===== src/rtl/bus_router_pkg.sv =====
// Memory map and shared types for the bus router and its address decoder.
// The slave order fixes the decode priority: lower index wins on overlap.
package bus_router_pkg;

  localparam int SLV_NUM = 6;

  localparam int ROM_IDX   = 0;
  localparam int ITIM_IDX  = 1;
  localparam int DTIM_IDX  = 2;
  localparam int PRINT_IDX = 3;
  localparam int CLINT_IDX = 4;
  localparam int RAM_IDX   = 5;

  localparam logic [31:0] ROM_BASE_ADDR   = 32'h0000_0000;
  localparam logic [31:0] ROM_TOP_ADDR    = 32'h0001_0000;
  localparam logic [31:0] ITIM_BASE_ADDR  = 32'h1000_0000;
  localparam logic [31:0] ITIM_TOP_ADDR   = 32'h1000_4000;
  localparam logic [31:0] DTIM_BASE_ADDR  = 32'h2000_0000;
  localparam logic [31:0] DTIM_TOP_ADDR   = 32'h2000_4000;
  localparam logic [31:0] PRINT_BASE_ADDR = 32'h3000_0000;
  localparam logic [31:0] PRINT_TOP_ADDR  = 32'h3000_0010;
  localparam logic [31:0] CLINT_BASE_ADDR = 32'h0200_0000;
  localparam logic [31:0] CLINT_TOP_ADDR  = 32'h0200_C000;
  localparam logic [31:0] RAM_BASE_ADDR   = 32'h8000_0000;
  localparam logic [31:0] RAM_TOP_ADDR    = 32'h8010_0000;

  // Element [0] is the rightmost entry of each concatenation.
  localparam logic [SLV_NUM-1:0][31:0] SLV_BASE = {
    RAM_BASE_ADDR, CLINT_BASE_ADDR, PRINT_BASE_ADDR,
    DTIM_BASE_ADDR, ITIM_BASE_ADDR, ROM_BASE_ADDR
  };
  localparam logic [SLV_NUM-1:0][31:0] SLV_TOP = {
    RAM_TOP_ADDR, CLINT_TOP_ADDR, PRINT_TOP_ADDR,
    DTIM_TOP_ADDR, ITIM_TOP_ADDR, ROM_TOP_ADDR
  };

  typedef enum logic [1:0] {
    IDLE = 2'd0,
    BUSY = 2'd1,
    ERR  = 2'd2
  } router_state_t;

  function automatic int idx_width(input int n);
    return (n > 1) ? $clog2(n) : 1;
  endfunction

endpackage


===== src/rtl/bus_router_addr_decode.sv =====
// Combinational window decoder: maps an address onto at most one channel,
// lowest index winning where windows overlap.
module addr_decode
  import bus_router_pkg::*;
#(
  parameter int                         NSLV = SLV_NUM,
  parameter int                         AW   = 32,
  parameter logic [NSLV-1:0][AW-1:0]    BASE = SLV_BASE,
  parameter logic [NSLV-1:0][AW-1:0]    TOP  = SLV_TOP,
  localparam int                        IW   = idx_width(NSLV)
) (
  input  logic [AW-1:0]   addr,
  output logic            hit,
  output logic [NSLV-1:0] onehot,
  output logic [IW-1:0]   idx,
  output logic [AW-1:0]   base
);

  // Scan from the top index down so the lowest matching window is the last writer.
  always_comb begin
    hit  = 1'b0;
    idx  = {IW{1'b0}};
    base = {AW{1'b0}};
    for (int i = NSLV - 1; i >= 0; i--) begin
      if ((addr >= BASE[i]) && (addr < TOP[i])) begin
        hit  = 1'b1;
        idx  = IW'(i);
        base = BASE[i];
      end else begin
        hit  = hit;
      end
    end
    if (hit) begin
      onehot = {{(NSLV-1){1'b0}}, 1'b1} << idx;
    end else begin
      onehot = {NSLV{1'b0}};
    end
  end

endmodule


===== src/rtl/bus_router.sv =====
// Memory-map router: one outstanding transaction from the arbiter port to a
// selected slave channel, with unmapped-address and timeout error responses.
module bus_router
  import bus_router_pkg::*;
#(
  parameter int                         NSLV    = SLV_NUM,
  parameter int                         AW      = 32,
  parameter int                         DW      = 32,
  parameter logic [NSLV-1:0][AW-1:0]    BASE    = SLV_BASE,
  parameter logic [NSLV-1:0][AW-1:0]    TOP     = SLV_TOP,
  parameter int                         TIMEOUT = 1024,
  localparam int                        SW      = DW / 8
) (
  input  logic                      clock,
  input  logic                      reset,
  input  logic                      memory_valid,
  input  logic                      memory_instr,
  input  logic [AW-1:0]             memory_addr,
  input  logic [DW-1:0]             memory_wdata,
  input  logic [SW-1:0]             memory_wstrb,
  output logic [DW-1:0]             memory_rdata,
  output logic                      memory_ready,
  output logic                      memory_error,
  output logic [NSLV-1:0]           slv_valid,
  output logic                      slv_instr,
  output logic [AW-1:0]             slv_addr,
  output logic [DW-1:0]             slv_wdata,
  output logic [SW-1:0]             slv_wstrb,
  input  logic [NSLV-1:0][DW-1:0]   slv_rdata,
  input  logic [NSLV-1:0]           slv_ready,
  output logic                      stray_ready
);

  localparam int IW   = idx_width(NSLV);
  localparam int TW   = idx_width(TIMEOUT) + 1;
  // The timer is cleared on the issue edge, so stopping at TIMEOUT-2 puts the
  // error response exactly TIMEOUT cycles after the issuing cycle.
  localparam int             TLIM   = (TIMEOUT > 1) ? (TIMEOUT - 2) : 0;
  localparam logic [TW-1:0]  TLIM_V = TW'(TLIM);
  localparam bit             TO_EN  = (TIMEOUT != 0);

  router_state_t   state_r, state_s;
  logic [IW-1:0]   sel_r;
  logic [TW-1:0]   timer_r;
  logic            stray_r;

  logic            hit_s;
  logic [NSLV-1:0] onehot_s;
  logic [IW-1:0]   idx_s;
  logic [AW-1:0]   base_s;
  logic            accept_s;
  logic            timeout_s;
  logic            sel_ready_s;
  logic [NSLV-1:0] sel_mask_s;

  addr_decode #(
    .NSLV (NSLV),
    .AW   (AW),
    .BASE (BASE),
    .TOP  (TOP)
  ) u_decode (
    .addr   (memory_addr),
    .hit    (hit_s),
    .onehot (onehot_s),
    .idx    (idx_s),
    .base   (base_s)
  );

  assign slv_instr   = memory_instr;
  assign slv_wdata   = memory_wdata;
  assign slv_wstrb   = memory_wstrb;
  assign slv_addr    = memory_addr - base_s;
  assign stray_ready = stray_r;

  assign sel_ready_s = slv_ready[sel_r];
  assign timeout_s   = TO_EN && (timer_r >= TLIM_V);
  assign sel_mask_s  = (state_r == BUSY) ? ({{(NSLV-1){1'b0}}, 1'b1} << sel_r)
                                         : {NSLV{1'b0}};

  // Next state, response mux and zero-latency request forwarding.
  always_comb begin
    state_s      = state_r;
    memory_ready = 1'b0;
    memory_error = 1'b0;
    memory_rdata = {DW{1'b0}};
    case (state_r)
      IDLE: begin
        state_s = IDLE;
      end
      BUSY: begin
        memory_ready = sel_ready_s;
        memory_rdata = slv_rdata[sel_r];
        if (sel_ready_s) begin
          state_s = IDLE;
        end else if (timeout_s) begin
          state_s = ERR;
        end else begin
          state_s = BUSY;
        end
      end
      ERR: begin
        memory_ready = 1'b1;
        memory_error = 1'b1;
        state_s      = IDLE;
      end
      default: begin
        state_s = IDLE;
      end
    endcase

    accept_s = memory_valid && ((state_r == IDLE) || memory_ready);
    if (accept_s) begin
      state_s = hit_s ? BUSY : ERR;
    end else begin
      state_s = state_s;
    end

    if (accept_s && hit_s) begin
      slv_valid = onehot_s;
    end else begin
      slv_valid = {NSLV{1'b0}};
    end
  end

  // State, selected channel, saturating timer and sticky stray flag.
  always_ff @(posedge clock or negedge reset) begin
    if (!reset) begin
      state_r <= IDLE;
      sel_r   <= {IW{1'b0}};
      timer_r <= {TW{1'b0}};
      stray_r <= 1'b0;
    end else begin
      state_r <= state_s;
      stray_r <= stray_r | (|(slv_ready & ~sel_mask_s));
      if (accept_s && hit_s) begin
        sel_r   <= idx_s;
        timer_r <= {TW{1'b0}};
      end else if ((state_r == BUSY) && (timer_r != {TW{1'b1}})) begin
        timer_r <= timer_r + {{(TW-1){1'b0}}, 1'b1};
      end else begin
        timer_r <= timer_r;
      end
    end
  end

endmodule

===== config.mk =====
export PLATFORM = sky130hd
export DESIGN_NAME = bus_router
export DESIGN_NICKNAME = d
export VERILOG_FILES = /design/src/rtl/bus_router_pkg.sv /design/src/rtl/bus_router_addr_decode.sv /design/src/rtl/bus_router.sv
export SDC_FILE = /design/constraint.sdc
export NUM_CORES = 1
export LEC_CHECK = 0
export BUFFER_PORTS_ARGS = -buffer_cell sky130_fd_sc_hd__buf_2
export CELL_PAD_IN_SITES_DETAIL_PLACEMENT = 1
export CELL_PAD_IN_SITES_GLOBAL_PLACEMENT = 1
export CORE_ASPECT_RATIO = 0.7
export CORE_MARGIN = 5
export CORE_UTILIZATION = 28
export CTS_BUF_LIST = sky130_fd_sc_hd__clkbuf_2
export DETAILED_ROUTE_END_ITERATION = 8
export PLACE_DENSITY_LB_ADDON = 0.15
export RECOVER_POWER = 25
export SETUP_SLACK_MARGIN = 0.1
export SYNTH_ARGS = -nofsm -noshare
export SYNTH_HDL_FRONTEND = slang
export SYNTH_HIERARCHICAL = 1
export SYNTH_SLANG_ARGS = --single-unit

===== constraint.sdc =====
create_clock -name clock -period 3.1 [get_ports clock]
set_input_delay 0 -clock clock [delete_from_list [all_inputs] [get_ports clock]]
set_output_delay 0 -clock clock [all_outputs]
set_load 0.01 [all_outputs]

# Yosys cells after proc, flatten, opt, wreduce, memory -nomap -nowiden
# Index checks and enable logic that the tools add are counted.
dict set report totals {
  ff_bits 17
  latchBits 0
  mem_bits_rw 0
  mem_bits_ro 0
  in_bits 270
  output_inout_bits 110
  elab_cells 76
  mem_count 0
}
dict set report classes {
  addsub 2
  mul 0
  n_div 0
  order_cmp 14
  n_eq_ne 3
  n_shift 2
  mux 35
  bitwise_logic 3
  n_reduce_logical 13
}
# operator count
set op_table {}
lappend op_table {{two-way mux 32 bit} 8}
lappend op_table {{binary-select mux 32 bit (select 3 bit)} 1}
lappend op_table {{greater-or-equal comparator 32 x 30 -> 1 bit (second input constant)} 2}
lappend op_table {{less-than comparator 32 x 30 -> 1 bit (second input constant)} 2}
lappend op_table {{greater-or-equal comparator 32 x 1 -> 1 bit (second input constant)} 1}
lappend op_table {{greater-or-equal comparator 32 x 26 -> 1 bit (second input constant)} 1}
lappend op_table {{greater-or-equal comparator 32 x 29 -> 1 bit (second input constant)} 1}
lappend op_table {{greater-or-equal comparator 32 bit (second input constant)} 1}
lappend op_table {{less-than comparator 32 x 17 -> 1 bit (second input constant)} 1}
lappend op_table {{less-than comparator 32 x 26 -> 1 bit (second input constant)} 1}
lappend op_table {{less-than comparator 32 x 29 -> 1 bit (second input constant)} 1}
lappend op_table {{less-than comparator 32 bit (second input constant)} 1}
lappend op_table {{subtractor 32 bit} 1}
lappend op_table {{two-way mux 11 bit} 2}
lappend op_table {{two-way mux 3 bit} 6}
lappend op_table {{two-way mux 6 bit} 3}
lappend op_table {{<< shifter 1 x 3 -> 6 bit (first input constant)} 2}
lappend op_table {{adder 11 x 1 -> 11 bit (second input constant)} 1}
lappend op_table {{greater-or-equal comparator 11 x 10 -> 1 bit (second input constant)} 1}
lappend op_table {{inequality test 11 bit (second input constant)} 1}
lappend op_table {{two-way mux 2 bit} 5}
lappend op_table {{logical AND 1 bit} 9}
lappend op_table {{two-way mux 1 bit} 8}
lappend op_table {{bitwise AND 6 bit} 1}
lappend op_table {{11 further kinds} 11}

# Depth between registers and ports, before layout
dict set report depth {
  word_depth 11
  ltp_mapped 13
  depth_no_buf 13
}

# Cells and area by module
# The synthesis kept the hierarchy.
# module n_inst cells_each area_each_um2 seq_area_each_um2
set by_module_without_submodules {}
lappend by_module_without_submodules {bus_router 1 563 4570.6 425.4}
lappend by_module_without_submodules {addr_decode 1 69 460.4 0.0}

# Least setup slack after synthesis
# Ideal clock, no wire load.
dict set report synth_path {
  path_type {input to output}
  from {input port memory_addr[19]}
  to {output port slv_addr[30]}
  arrival_time_ns 2.672
  t_required_ns 3.100
  path_slack_ns 0.428
  cell_stages 11
  path_buffers 0
  path_cell_list {or4_4 nor4b_1 nand4b_1 inv_1 inv_1 ha_1 a21oi_1 o21ai_0 or3b_2 o32ai_2 xnor2_1}
}
dict set report synth_between {
  elab_chain_len 8
  word_cells_on_any_way 21
  classes_between {1 x add/sub; 10 x order compare; 5 x mux; 5 x reduce/logical}
}
# element line
set synth_lines {}
lappend synth_lines {{start: declaration} bus_router.sv:18} ;# input logic [AW-1:0] memory_addr,
lappend synth_lines {{greater-or-equal comparator 32 x 26 -> 1 bit or less-than comparator 32 x 26 -> 1 bit (tied branches)} bus_router_addr_decode.sv:25} ;# if ((addr >= BASE[i]) && (addr < TOP[i])) begin
lappend synth_lines {{logical AND 1 bit} bus_router_addr_decode.sv:25}
lappend synth_lines {{two-way mux 32 bit (4 in series)} bus_router_addr_decode.sv:25}
lappend synth_lines {{two-way mux 32 bit (*)} bus_router_addr_decode.sv:25}
lappend synth_lines {{net base_s[25]} bus_router.sv:50} ;# logic [AW-1:0] base_s;
lappend synth_lines {{subtractor 32 bit (*)} bus_router.sv:72} ;# assign slv_addr = memory_addr - base_s;
lappend synth_lines {{end: declaration} bus_router.sv:26} ;# output logic [AW-1:0] slv_addr,
# The timed path passes the listed nets; every way through them passes the cells marked *.

# Worst setup path after layout
dict set report layout_path {
  from {input port memory_addr[21]}
  to {output port slv_addr[30]}
}
# Same word-level chain as after synthesis.

==> results.md <==
- In this run, CTS created clock tree buffers numbering 3.
- By area the synthesized netlist is led by sky130_fd_sc_hd__mux4_2 (15%), sky130_fd_sc_hd__buf_4 (9.8%), sky130_fd_sc_hd__ha_1 (9.0%), sky130_fd_sc_hd__dfrtp_1 (8.5%), sky130_fd_sc_hd__mux2i_1 (6.6%).
- The global-route congestion overflow total is 0.
- The final layout contains routed wiring with a total length of 21900 um.
- For this design the static power due to leakage is 0.00314 uW.
- The routed layout has 5450 vias.
- The commonest cells after synthesis are sky130_fd_sc_hd__inv_1 (81), sky130_fd_sc_hd__buf_4 (66), sky130_fd_sc_hd__nor2_1 (46), sky130_fd_sc_hd__ha_1 (36), sky130_fd_sc_hd__o22ai_1 (34).
- The fraction of synthesized cell area taken by the top area cell type is 0.148.
- From synthesis to final layout, the design area changed by 29.8%.
- The biggest area contributor in the post-synthesis netlist is sky130_fd_sc_hd__mux4_2.
- The effective utilization at floorplan is 0.282.
- Routability-driven placement finished with a final weighted congestion of 0.842.
- The share of power burned in the clock network is 0.090.
- For this run, the share of the core covered by cells in the final layout is 0.366.
- The post-synthesis cell type count is 66.
- Measured along the x axis, the die boundary spans 170 um.
- Counting flops and latches in the post-synthesis netlist gives 17.
- Of the total power, the share spent switching nets is 0.445.
- For this design the top-level I/O count stands at 380.
- At the pin with the least slew margin, the transition time is 0.855 ns.
- In this run the core area contains 41 standard-cell rows.
- The final count of hold timing violations is 0.
- The highest clock rate is 0.349 GHz.
- Of all flip-flops after synthesis, the portion carrying an async set or reset was 1.00.
- The multi-input combinational cells in the finished layout cover a total of 0.00381 mm^2.
- The final number of max-transition violations came to 0.
- The share of the Yosys chip area taken by registers is 0.0846.
- Dividing the final minimum period by the clock period gives 0.924.
- Setup repair after global routing left no endpoint under its margin.
- Entering global routing, the biggest net connects 67 pins.
- The die covers 0.0208 mm^2.
- The tightest slew margin relative to the limit is 0.430.
- The number of enable-type register cells in the synthesized netlist is 0.
- The number of antenna violations at the first check in global routing is 2.
- The worst setup path is captured at a primary output.
- The iteration-0 DRC count of the detailed router is 196.
- The pre-antenna-repair detailed-routing pass consisted of 4 iterations.
- The total of buffers placed on input and output ports is 305.
- The total internal power is 631 uW.
- The average wire length per cell after detail routing is 19.5 um.
- STA classifies the critical path startpoint as an input port.
- The cell area that synthesis handed to floorplanning was 0.00503 mm^2.
- The smallest hold slack is 0.00000392 ns.
- The minimum clock period is 2.86 ns.
- The master cell of the clock root buffer is sky130_fd_sc_hd__clkbuf_2.
- The mean instance size in the synthesized netlist is 7.96 um^2.
- The critical path start-end classification is input port to primary output.
- The post-route clock skew is 0.00366 ns.
- The number of sinks driven by the clock tree is 17.
- The net count of the finished layout is 1198.
- During synthesis, Yosys emitted a total of 6 warnings.
- At the later pin of the worst-skew pair, clock insertion delay measures 0.30 ns.
- The core box area is 0.0179 mm^2.
- In this run the power spent charging and discharging nets is 505 uW.
- The share of post-route cells with drive strength above 1 is 0.428.
- CTS built an H-tree with a depth of 1.
- The wire length of the first global-routing pass is 32100 um.
- The count of fill cells added during filler insertion is 2321.
- The flow ran to the end, and the final reports show no timing, DRC or antenna violations.
- The tightest min-delay check is of the input port to primary output type.
- The most common cell in the synthesized netlist is sky130_fd_sc_hd__inv_1.
- The overall global routing resource usage is 0.195.
- Of the total power, registers draw 0.199.
- The floorplan step set the die height to 122 um.
- For this run, the leading register cell type out of synthesis is sky130_fd_sc_hd__dfrtp_1.
- Along the worst path, the maximum fanout reaches 5.
- TritonCTS built the clock tree.
- The instance count of the mapped netlist is 632.
- The remaining number of nets flagged by the antenna check after routing is 0.
- The power density over the cells is 174 mW/mm^2.
- The worst path required time is 3.10 ns.
- The average vias per placed instance is 4.84.
- The final sum of negative setup slack is 0 ns.
- STA puts the critical path data arrival time at 2.86 ns.
- Once detailed placement completed, the half-perimeter wirelength came to 19400 um.
- The count of endpoints failing setup in the final report is 0.
- After detailed routing, the number of remaining DRC violations is 0.
- VDD sags by at most 0.0897 mV.
- The relative contribution of combinational cells to total power is 0.711.
- The number of max-cap violations is 0.
- The number of global-route vias before repair was 5682.
- Across the whole layout, storage elements account for 430 um^2.
- The number of buffers between clock root and the deepest sink is 2.
-- flip-flops by register name (all words and copies together), names as in the netlist --
register     count
stray_ready      1
sel_r            3
state_r          2
timer_r         11
-- metrics by stage --
stage | instances | worst slack [ns] | area, um^2 | power (uW)
after detailed placement | 1120 | 0.0930 | 6440 | 1020
after floorplan | 659 | 0.428 | 5130 | 735
after CTS | 1125 | 0.135 | 6480 | 1140
final | 1127 | 0.237 | 6530 | 1140
after global routing | 1127 | 0.0959 | 6530 | 1240
after global placement | 1120 | 0.132 | 6440 | 1020
-- cell usage in the layout (no fill, tap or decap), types with 3 or more instances in the layout --
master	Yosys	routed
sky130_fd_sc_hd__a211oi_1	5	5
sky130_fd_sc_hd__a21o_1	10	10
sky130_fd_sc_hd__a21oi_1	28	26
sky130_fd_sc_hd__a31oi_1	5	5
sky130_fd_sc_hd__and2_1	8	8
sky130_fd_sc_hd__and3_1	3	3
sky130_fd_sc_hd__buf_2	10	305
sky130_fd_sc_hd__buf_4	66	14
sky130_fd_sc_hd__clkbuf_2	1	3
sky130_fd_sc_hd__conb_1	1	28
sky130_fd_sc_hd__dfrtp_1	17	15
sky130_fd_sc_hd__ha_1	36	35
sky130_fd_sc_hd__inv_1	81	81
sky130_fd_sc_hd__mux2i_1	33	33
sky130_fd_sc_hd__mux4_2	33	33
sky130_fd_sc_hd__nand2_1	31	31
sky130_fd_sc_hd__nand2b_1	3	3
sky130_fd_sc_hd__nand3_1	7	7
sky130_fd_sc_hd__nand4_1	13	13
sky130_fd_sc_hd__nor2_1	46	46
sky130_fd_sc_hd__nor2b_1	5	5
sky130_fd_sc_hd__nor3_1	10	10
sky130_fd_sc_hd__nor4_1	3	3
sky130_fd_sc_hd__o211ai_1	3	3
sky130_fd_sc_hd__o21a_1	10	10
sky130_fd_sc_hd__o21ai_0	24	23
sky130_fd_sc_hd__o21ai_1	3	4
sky130_fd_sc_hd__o21bai_1	3	3
sky130_fd_sc_hd__o22ai_1	34	34
sky130_fd_sc_hd__or3_1	3	3
sky130_fd_sc_hd__xnor2_1	24	23
sky130_fd_sc_hd__xor2_1	15	15
-- cell families (layout without fill, tap and decap cells) --
kind of cell	count (synthesis)	count (layout)	share of synthesized area
DFF	17	17	0.0846
buffers and inverters	175	406	0.187
and+or+nand+nor	150	150	0.158
xor gates and xnor gates	39	39	0.0679
adders and majority gates	37	37	0.0935
AOI/OAI and AO/OA	143	143	0.185
other	1	29	0.000745
muxes	70	70	0.224
-- worst max-delay path, stage by stage --
cell and delay (ns):
sky130_fd_sc_hd__buf_2 0.11, sky130_fd_sc_hd__or4_4 0.57, sky130_fd_sc_hd__or2_1 0.24, sky130_fd_sc_hd__nand4b_1 0.20, sky130_fd_sc_hd__inv_1 0.08, sky130_fd_sc_hd__inv_1 0.06
sky130_fd_sc_hd__ha_4 0.22, sky130_fd_sc_hd__buf_4 0.15, sky130_fd_sc_hd__nand2_1 0.07, sky130_fd_sc_hd__o21ai_1 0.09, sky130_fd_sc_hd__or3b_2 0.48, sky130_fd_sc_hd__o32ai_2 0.27
sky130_fd_sc_hd__xnor2_1 0.16, sky130_fd_sc_hd__buf_2 0.16
-- power groups by stage --
stage / Combinational (uW) / Clock, uW / Sequential, uW
final: 807 / 103 / 226
after floorplan: 506 / 0 / 229
after detailed placement: 795 / 0 / 230
after CTS: 802 / 111 / 226
after global routing: 890 / 122 / 226
after global placement: 795 / 0 / 230
-- final timing paths --
path / startpoint / to / slack, ns / depth (start not counted)
hold / removal: memory_wstrb[0] / slv_wstrb[0] / 0.000004 / 0
setup / recovery: memory_addr[21] / slv_addr[30] / 0.24 / 14
setup reg to reg: sel_r[0] / sel_r[1] / 0.80 / 6
max in group asynchronous: reset / sel_r[0] / 2.64 / 2
hold reg to reg: stray_ready / stray_ready / 0.53 / 2
min in group asynchronous: reset / state_r[0] / 0.14 / 2
-- final cells by class --
| cell class | instances | share of cell area |
|---|---|---|
| timing repair buffer | 321 | 0.255 |
| tap | 236 | 0.0452 |
| clock buffer | 3 | 0.00230 |
| sequential | 17 | 0.0659 |
| multi-input combinational | 467 | 0.584 |
| clock inverter | 1 | 0.000767 |
| inverter | 81 | 0.0466 |
| antenna | 1 | 0.000383 |
-- what timing repair did --
item,CTS,global route
pin swaps,0,4
hold buffers,1,0
setup endpoints to repair,1,3
buffers inserted,0,1
gates resized for setup,1,8
endpoints found under the hold margin,17,0
-- layer usage --
layer / global-route usage / part of all wire / routed length, um
met1: 0.283 / 0.46 / 10100
met2: 0.302 / 0.46 / 10000
met3: 0.0396 / 0.063 / 1390
met4: 0.0349 / 0.017 / 365
met5: 0 / 0.00091 / 20
Note: power is estimated with default switching activity, not from simulation.
